--- config.mk ---
export PLATFORM = sky130hd
export DESIGN_NAME = rapcore_wb_cmd_bridge
export DESIGN_NICKNAME = d
export VERILOG_FILES = /design/src/rtl/rapcore_pkg.sv /design/src/rtl/rapcore_sync_fifo.sv /design/src/rtl/rapcore_wb_cmd_bridge.sv
export SDC_FILE = /design/constraint.sdc
export NUM_CORES = 1
export LEC_CHECK = 0
export ABC_AREA = 1
export BUFFER_PORTS_ARGS = -buffer_cell sky130_fd_sc_hd__buf_2
export CORE_UTILIZATION = 60
export DETAILED_ROUTE_END_ITERATION = 16
export PLACE_DENSITY = 0.84
export SLEW_MARGIN = 15
export SYNTH_ARGS = -nofsm -noshare
export SYNTH_HDL_FRONTEND = slang
export SYNTH_SLANG_ARGS = --single-unit
--- constraint.sdc ---
create_clock -name wb_clk_i -period 5.87 [get_ports wb_clk_i]
set_input_delay 0 -clock wb_clk_i [delete_from_list [all_inputs] [get_ports wb_clk_i]]
set_output_delay 0 -clock wb_clk_i [all_outputs]
set_load 0.01 [all_outputs]
--- src/rtl/rapcore_pkg.sv ---
// Shared register map and bit positions for the rapcore Wishbone command bridge.
package rapcore_pkg;

    typedef enum logic [1:0] {
        REG_CTRL   = 2'd0,
        REG_STATUS = 2'd1,
        REG_CMD    = 2'd2,
        REG_RESP   = 2'd3
    } reg_sel_e;

    localparam int CTRL_ENABLE = 0;
    localparam int CTRL_FLUSH  = 1;
    localparam int CTRL_IRQ_EN = 2;

    localparam int ST_EMPTY      = 0;
    localparam int ST_FULL       = 1;
    localparam int ST_RESP_PEND  = 2;
    localparam int ST_OVERFLOW   = 3;
    localparam int ST_MOVE_DONE  = 4;
    localparam int ST_BUFFER_DTR = 5;
    localparam int ST_COUNT_LSB  = 8;

endpackage

--- src/rtl/rapcore_sync_fifo.sv ---
// Single-clock FIFO with flush; head word is visible combinationally, zero when empty.
module rapcore_sync_fifo #(
    parameter int WIDTH = 32,
    parameter int DEPTH = 8,
    parameter int CNT_W = $clog2(DEPTH) + 1
) (
    input  logic             clk,
    input  logic             resetn,
    input  logic             push,
    input  logic             pop,
    input  logic             flush,
    input  logic [WIDTH-1:0] din,
    output logic [WIDTH-1:0] dout,
    output logic             full,
    output logic             empty,
    output logic [CNT_W-1:0] count
);

    localparam int AW = $clog2(DEPTH);

    logic [WIDTH-1:0] mem [DEPTH];
    logic [AW-1:0]    wr_ptr_reg;
    logic [AW-1:0]    rd_ptr_reg;
    logic [CNT_W-1:0] count_reg;
    logic             do_push;
    logic             do_pop;

    assign empty = (count_reg == '0);
    assign full  = (count_reg == CNT_W'(DEPTH));
    // A pop frees a slot in the same cycle, so a full FIFO still accepts push+pop.
    assign do_pop  = pop & ~empty & ~flush;
    assign do_push = push & ~flush & (~full | do_pop);

    always_ff @(posedge clk) begin
        if (do_push) begin
            mem[wr_ptr_reg] <= din;
        end
    end

    always_ff @(posedge clk) begin
        if (!resetn || flush) begin
            wr_ptr_reg <= '0;
            rd_ptr_reg <= '0;
            count_reg  <= '0;
        end else begin
            if (do_push) wr_ptr_reg <= wr_ptr_reg + 1'b1;
            if (do_pop)  rd_ptr_reg <= rd_ptr_reg + 1'b1;
            case ({do_push, do_pop})
                2'b10:   count_reg <= count_reg + 1'b1;
                2'b01:   count_reg <= count_reg - 1'b1;
                default: count_reg <= count_reg;
            endcase
        end
    end

    assign dout  = empty ? '0 : mem[rd_ptr_reg];
    assign count = count_reg;

endmodule

--- src/rtl/rapcore_wb_cmd_bridge.sv ---
// Wishbone slave feeding rapcore commands through a FIFO and latching its responses.
module rapcore_wb_cmd_bridge
    import rapcore_pkg::*;
#(
    parameter int          FIFO_DEPTH = 8,
    parameter logic [31:0] BASE_ADDR  = 32'h3000_0000
) (
    input  logic        wb_clk_i,
    input  logic        resetn,
    input  logic        wbs_stb_i,
    input  logic        wbs_cyc_i,
    input  logic        wbs_we_i,
    input  logic [3:0]  wbs_sel_i,
    input  logic [31:0] wbs_adr_i,
    input  logic [31:0] wbs_dat_i,
    output logic        wbs_ack_o,
    output logic [31:0] wbs_dat_o,
    output logic [31:0] cmd_data_o,
    output logic        cmd_valid_o,
    input  logic        cmd_ready_i,
    input  logic [31:0] resp_data_i,
    input  logic        resp_valid_i,
    input  logic        move_done_i,
    input  logic        buffer_dtr_i,
    output logic        enable_o,
    output logic        irq_o
);

    localparam int CNT_W = $clog2(FIFO_DEPTH) + 1;

    logic        ack_reg;
    logic        enable_reg, enable_next;
    logic        irq_en_reg, irq_en_next;
    logic        resp_pending_reg, resp_pending_next;
    logic        overflow_reg, overflow_next;
    logic        irq_reg;
    logic [31:0] resp_reg, resp_next;

    logic        access, hit, wr, rd;
    logic        wr_ctrl, wr_cmd, flush, push, pop, ovf_set, ovf_clr, rd_resp;
    reg_sel_e    reg_sel;
    logic        fifo_full, fifo_empty;
    logic [CNT_W-1:0] fifo_count;
    logic [31:0] status_word;
    logic [31:0] rd_data;
    logic        unused_adr_bits;

    assign unused_adr_bits = ^wbs_adr_i[1:0];

    // The ack cycle is the single cycle in which an access takes effect.
    assign access  = ack_reg & wbs_cyc_i & wbs_stb_i;
    assign hit     = (wbs_adr_i[31:4] == BASE_ADDR[31:4]);
    assign reg_sel = reg_sel_e'(wbs_adr_i[3:2]);
    assign wr      = access & hit & wbs_we_i;
    assign rd      = access & hit & ~wbs_we_i;

    assign wr_ctrl = wr & (reg_sel == REG_CTRL) & wbs_sel_i[0];
    assign flush   = wr_ctrl & wbs_dat_i[CTRL_FLUSH];
    assign wr_cmd  = wr & (reg_sel == REG_CMD);
    assign push    = wr_cmd & (wbs_sel_i == 4'hF);
    assign pop     = cmd_valid_o & cmd_ready_i;
    assign ovf_set = wr_cmd & ((wbs_sel_i != 4'hF) | (fifo_full & ~pop));
    assign ovf_clr = wr & (reg_sel == REG_STATUS) & wbs_sel_i[0] & wbs_dat_i[ST_OVERFLOW];
    assign rd_resp = rd & (reg_sel == REG_RESP);

    rapcore_sync_fifo #(
        .WIDTH (32),
        .DEPTH (FIFO_DEPTH),
        .CNT_W (CNT_W)
    ) u_fifo (
        .clk    (wb_clk_i),
        .resetn (resetn),
        .push   (push),
        .pop    (pop),
        .flush  (flush),
        .din    (wbs_dat_i),
        .dout   (cmd_data_o),
        .full   (fifo_full),
        .empty  (fifo_empty),
        .count  (fifo_count)
    );

    assign cmd_valid_o = ~fifo_empty;

    always_comb begin
        enable_next       = enable_reg;
        irq_en_next       = irq_en_reg;
        resp_next         = resp_reg;
        resp_pending_next = resp_pending_reg;
        overflow_next     = overflow_reg;
        if (wr_ctrl) begin
            enable_next = wbs_dat_i[CTRL_ENABLE];
            irq_en_next = wbs_dat_i[CTRL_IRQ_EN];
        end
        // A fresh response beats the clearing read in the same cycle.
        if (resp_valid_i) begin
            resp_next         = resp_data_i;
            resp_pending_next = 1'b1;
        end else if (rd_resp) begin
            resp_pending_next = 1'b0;
        end
        if (ovf_set) begin
            overflow_next = 1'b1;
        end else if (ovf_clr) begin
            overflow_next = 1'b0;
        end
    end

    always_ff @(posedge wb_clk_i) begin
        if (!resetn) begin
            ack_reg          <= 1'b0;
            enable_reg       <= 1'b0;
            irq_en_reg       <= 1'b0;
            resp_reg         <= '0;
            resp_pending_reg <= 1'b0;
            overflow_reg     <= 1'b0;
            irq_reg          <= 1'b0;
        end else begin
            ack_reg          <= wbs_cyc_i & wbs_stb_i & ~ack_reg;
            enable_reg       <= enable_next;
            irq_en_reg       <= irq_en_next;
            resp_reg         <= resp_next;
            resp_pending_reg <= resp_pending_next;
            overflow_reg     <= overflow_next;
            irq_reg          <= resp_pending_next & irq_en_next;
        end
    end

    always_comb begin
        status_word                               = '0;
        status_word[ST_EMPTY]                     = fifo_empty;
        status_word[ST_FULL]                      = fifo_full;
        status_word[ST_RESP_PEND]                 = resp_pending_reg;
        status_word[ST_OVERFLOW]                  = overflow_reg;
        status_word[ST_MOVE_DONE]                 = move_done_i;
        status_word[ST_BUFFER_DTR]                = buffer_dtr_i;
        status_word[ST_COUNT_LSB +: CNT_W]        = fifo_count;
        rd_data = '0;
        if (rd) begin
            case (reg_sel)
                REG_CTRL: begin
                    rd_data[CTRL_ENABLE] = enable_reg;
                    rd_data[CTRL_IRQ_EN] = irq_en_reg;
                end
                REG_STATUS: rd_data = status_word;
                REG_RESP:   rd_data = resp_reg;
                default:    rd_data = '0;
            endcase
        end
    end

    assign wbs_ack_o = ack_reg;
    assign wbs_dat_o = rd_data;
    assign enable_o  = enable_reg;
    assign irq_o     = irq_reg;

endmodule

**Word-level counts from Yosys, hierarchy flattened**

Memories as Yosys holds them, arrays and structs flattened. A register that Yosys moved wholly into a read port is not among the register bits.
Index checks and enable logic that the tools add are counted.

- Bitwise logic cells: 32
- Magnitude comparators: 0
- Mux-type cells: 16
- Eq/ne operators: 9
- Div/mod/pow operators: 0
- Add/sub/neg operators: 4
- Shift operators: 0
- Reduce and logical (&&, ||, !) cells: 6
- Multipliers: 0

Operator list:

| operator | number |
|---|---|
| $mux 32 | 2 |
| $pmux 29 s2 | 1 |
| $eq 28x26->1 const B | 1 |
| $and 1x1->1 | 24 |
| $eq 4x4->1 const B | 2 |
| $pmux 4 s2 | 1 |
| $mux 1 | 7 |
| $add 3x1->3 const B | 2 |
| $eq 2x2->1 const B | 3 |
| $mux 3 | 2 |
| $not 1->1 | 6 |
| $pmux 1 s3 | 2 |
| $add 4x1->4 const B | 1 |
| $eq 2x1->1 const B | 2 |
| $logic_not 4->1 | 1 |
| $ne 4x4->1 const B | 1 |
| $reduce_bool 2->1 | 2 |
| $sub 4x1->4 const B | 1 |
| $logic_not 2->1 | 1 |
| $or 1x1->1 | 2 |
| $pmux 1 s2 | 1 |
| $logic_not 1->1 | 1 |
| $logic_or 1x1->1 | 1 |

- Output and inout bits: 68
- Bits in writable memories: 256
- ROM bits: 0
- Memories: 1
- Input port bits: 109
- Logic and storage cells: 78
- Flip-flop bits (word level): 48
- Bits in latches: 0

Memory list:

| name | words | bits a word | rd ports | clocked after memory_dff | wr ports | line | RTL |
|---|---|---|---|---|---|---|---|
| u_fifo.mem | 8 | 32 | 1 | 1 | 1 | rapcore_sync_fifo.sv:21 | `logic [WIDTH-1:0] mem [DEPTH];` |

**Depth between registers and ports, before layout**

- Word-level depth: 13
- Gate-level depth with buffers: 20
- Depth with buffers taken out: 20

**Modules after synthesis**

From an unflattened synthesis, not the netlist that was laid out.

- Cells, all modules: 1192
- Area total of the unflattened synthesis: 12839.8 µm²

Modules (own cells, without submodules):

| module | times used | cells each | sequential area each (µm²) | area an instance (µm²) |
|---|---|---|---|---|
| rapcore_sync_fifo | 1 | 858 | 7947.6 | 10756.6 |
| rapcore_wb_cmd_bridge | 1 | 334 | 760.7 | 2083.2 |

**Least setup slack after synthesis**

Ideal clock, no wire load.

- Kind: reg2reg
- From: register ack_reg (netlist: wbs_ack_o)
- To: memory u_fifo.mem[6][0] (enable)
- Buffers on the path: 0
- Cell stages (with the launch flop): 11
- Period minus slack after synthesis: 3.974 ns
- Arrival time: 3.512 ns
- Required time: 5.409 ns
- Setup time: 0.461 ns
- Path slack: 1.896 ns
- Cells stage by stage: dfxtp_1 -> inv_1 -> nor2_2 -> nand2_1 -> nor2_2 -> nand2_2 -> nor3_4 -> nand2_2 -> nor2_4 -> nand3_2 -> nor3_1

- Longest elaborated chain between the ends: 13
- Elaborated cells between the ends (all ways): 16
- Those cells by class: 2 x mux; 14 x bitwise

Ends and longest elaborated chain:

| item | line | RTL |
|---|---|---|
| start, declared | rapcore_wb_cmd_bridge.sv:31 | `logic ack_reg;` |
| start signal, assigned | rapcore_wb_cmd_bridge.sv:119 | `ack_reg <= wbs_cyc_i & wbs_stb_i & ~ack_reg;` |
| $and 1x1->1 * (2 in series) | rapcore_wb_cmd_bridge.sv:51 | `assign access = ack_reg & wbs_cyc_i & wbs_stb_i;` |
| $and 1x1->1 * (2 in series) | rapcore_wb_cmd_bridge.sv:54 | `assign wr = access & hit & wbs_we_i;` |
| $and 1x1->1 (2 in series) | rapcore_wb_cmd_bridge.sv:57 | `assign wr_ctrl = wr & (reg_sel == REG_CTRL) & wbs_sel_i[0];` |
| $and 1x1->1 | rapcore_wb_cmd_bridge.sv:58 | `assign flush = wr_ctrl & wbs_dat_i[CTRL_FLUSH];` |
| $not 1->1 | rapcore_sync_fifo.sv:31, rapcore_sync_fifo.sv:32 |  |
| $and 1x1->1 | rapcore_sync_fifo.sv:31 | `assign do_pop = pop & ~empty & ~flush;` |
| $or 1x1->1 | rapcore_sync_fifo.sv:32 | `assign do_push = push & ~flush & (~full \| do_pop);` |
| $and 1x1->1 * | rapcore_sync_fifo.sv:32 |  |
| $mux 1 * | rapcore_sync_fifo.sv:35 | `if (do_push) begin` |
| $mux 1 (implied by the code) * | rapcore_sync_fifo.sv:36 | `mem[wr_ptr_reg] <= din;` |
| end, declared | rapcore_sync_fifo.sv:21 |  |

Mark *: on every way between the ends. The rest lies on a longest branch, timed or not.

**Worst setup path in the final report**

- From: register u_fifo.count_reg[1] (netlist: u_fifo.count[1])
- To: memory u_fifo.mem[2][30] (enable)

- Longest elaborated chain between the ends: 9
- Elaborated cells between the ends (all ways): 11
- Those cells by class: 1 x eq/ne; 2 x mux; 7 x bitwise; 1 x reduce/logical

Ends and longest elaborated chain:

| item | line | RTL |
|---|---|---|
| start, declared | rapcore_sync_fifo.sv:24 | `logic [CNT_W-1:0] count_reg;` |
| start signal, assigned | rapcore_sync_fifo.sv:49 | `2'b10: count_reg <= count_reg + 1'b1;` |
| start signal, assigned | rapcore_sync_fifo.sv:50 | `2'b01: count_reg <= count_reg - 1'b1;` |
| start signal, assigned | rapcore_sync_fifo.sv:51 | `default: count_reg <= count_reg;` |
| $logic_not 4->1 | rapcore_sync_fifo.sv:28 | `assign empty = (count_reg == '0);` |
| $not 1->1 | rapcore_sync_fifo.sv:31, rapcore_wb_cmd_bridge.sv:83 |  |
| $and 1x1->1 | rapcore_wb_cmd_bridge.sv:61 | `assign pop = cmd_valid_o & cmd_ready_i;` |
| $and 1x1->1 (2 in series) | rapcore_sync_fifo.sv:31 |  |
| $or 1x1->1 * | rapcore_sync_fifo.sv:32 |  |
| $and 1x1->1 * | rapcore_sync_fifo.sv:32 |  |
| $mux 1 * | rapcore_sync_fifo.sv:35 |  |
| $mux 1 (implied by the code) * | rapcore_sync_fifo.sv:36 |  |

Marked as above.

==> metrics <==
vias in the first global route=9603; pre-CTS setup slack=2.41 ns; drt pass-1 iters=8; DRT antenna net count=0; Final Power=0.00569 W; row count=52; P_int=0.00403 W; Critical Path AT=3.69 ns; TNS Setup=0 ns; crit path kind=flip-flop to flip-flop; # DRC=0; EDFF count, synth=256; share of cells above drive strength 1=18.8%; max reg flops=256; Switching Share=29.1%; Synth Instances=1115; most frequent cells in the layout=280 x nor2_1, 256 x edfxtp_1, 197 x o21ai_0; I/O pins=177; Final Max Tran Viols=0; CTS root buf=clkbuf_16; commonest non-fill, non-tap cell in the layout=nor2_1; top_reg_cell synth=edfxtp_1; Post-Syn Nets=1229; Initial DRC Count=946; CTS tree=yes; worst hold path class=input port to flip-flop; Layout Nets=1491; Worst-Margin Slew=1.16 ns; initial antenna violation count=1; core area=20200 um^2; CTS max path bufs=3; routed len/inst=19.1 um; # setup viols final=0; Syn Std Cell Area=12400 um^2; first-pass GRT wire length=49.1 mm; share of total power in the clock network=35.5%; P per Cell Area=364 nW/um^2; final WL=32.0 mm; Seq pwr share=42.8%; Setup Buffers After CTS=0; vias post-DR=9810; Crit. End Element=flip-flop; post-cts repair resize count=0; RSZ-0062 raised after global routing=no; #FFs+latches synth=307; Die Y=146 um; GPL Wtd Cong=0.801; status=finished, final reports clean; Worst setup SP type=flip-flop; Initial Util=61.3%; grt ovf=0; YS warnings=0; worst setup margin=2.38 ns; final hold vios=0; register area share after synthesis=70.2%; die area=21300 um^2; asr flop ratio synth=0%; htree depth=1; syn_area_per_cell=11.1 um^2; critical path fanouts, max=35; Final Critical Period=3.49 ns; max cap viols=0; worst vdd ir=0.000248 V; Combinational Power Share=21.7%; Port-buffer cells=174; Worst Skew=0.0167 ns; via-per-instance ratio=5.87; area grow syn2layout=26.2%; worst hold slack=0.0344 ns; worst reg-to-reg path cell count=9; Global Route Usage Sum=29.8%; crit share post-route=59.5%; count of cell types in the netlist=32; Fmax achieved=286 MHz; CTS Buf Count=30; worst path required time=6.06 ns; fillers=1150; leak pwr=5.86 nW; net switching power=0.00166 W; CTS clk-pin slew, worst paths=0.06 ns; number of clock sinks=307; Hold Path Depth=5; HPWL Detailed=15.5 mm; relative slew slack=22.7%; worst-skew pair later-pin latency=0.56 ns; Horiz. Die Dim=146 um; largest net degree at the start of global routing=101; CTS hold repair buffers=106
[cell families after synthesis]
| kind of cell | count (synthesis) | share of synthesized area (%) |
|---|---|---|
| AO/OA/AOI/OAI | 303 | 13.0 |
| adder cells (fa/ha/maj) | 5 | 0.504 |
| buffers and inverters | 116 | 3.62 |
| AND/OR/NAND/NOR | 381 | 12.5 |
| flip-flops | 307 | 70.2 |
| XOR/XNOR | 3 | 0.212 |
[Yosys cell counts, drive strengths merged (5+ instances only)]
cell type / number / area share (%)
nor2: 286 / 8.8
edfxtp: 256 / 62
o21ai: 200 / 8.1
nand2: 54 / 1.7
dfxtp: 51 / 8.2
clkbuf: 48 / 1.5
inv: 48 / 1.5
a21oi: 35 / 1.4
a31oi: 32 / 1.6
o22ai: 32 / 1.6
nand3: 21 / 0.93
buf: 16 / 0.60
nor3: 14 / 0.75
ha: 5 / 0.50
[critical path, stage by stage (launching register included)]
cell and delay [ns]:
dfxtp_1 0.44, nor2_1 0.10, nand3_2 0.61, nand2_1 0.18, inv_1 0.12, nand2_1 0.10
nand2_2 0.13, nand3_2 0.17, nor3_2 0.72, buf_4 0.53
[final timing paths]
check,from,end,slack (ns)
min,wbs_sel_i[2],u_fifo.wr_ptr_reg[2],0.03
min reg2reg,resp_reg[6],resp_reg[6],0.46
max reg2reg,u_fifo.count[1],u_fifo.mem[2][30],2.38
max,u_fifo.count[1],u_fifo.mem[2][30],2.38
[layer usage]
metal	vias up	track usage, %	routed length, um
met5	-	0	0
met4	0	14.1	1310
met3	109	6.21	2980
met2	621	51.6	16100
met1	4602	35.8	11600
li1	4478	-	-
[power by group through the flow]
stage / sequential [W] / clock, W / combinational, W
after floorplan: 0.00245 / 0 / 0.000789
after global placement: 0.00248 / 0 / 0.00111
after detailed placement: 0.00248 / 0 / 0.00114
after CTS: 0.00243 / 0.00203 / 0.00121
after global routing: 0.00244 / 0.00211 / 0.00137
final: 0.00244 / 0.00202 / 0.00123
[per-stage QoR]
stage | cells | utilization, % | instance area, um^2
CTS | 1670 | 77.3 | 15600
finish | 1671 | 77.3 | 15600
floorplan | 1115 | - | 12400
global route | 1671 | 77.3 | 15600
global placement | 1509 | 66.9 | 13500
detailed placement | 1509 | 66.9 | 13500
[cell type report]
type | instances | area (um^2) | share of cell area [%]
flip-flops and latches | 307 | 8710 | 55.7
multi-input cells | 692 | 3310 | 21.1
repair buffers | 294 | 2040 | 13.0
clock buffers | 32 | 779 | 4.98
well taps | 270 | 338 | 2.16
clock inverters | 23 | 274 | 1.75
inverters | 52 | 195 | 1.25
diodes | 1 | 2.50 | 0.0160
Power figures use the tool's default switching activity.
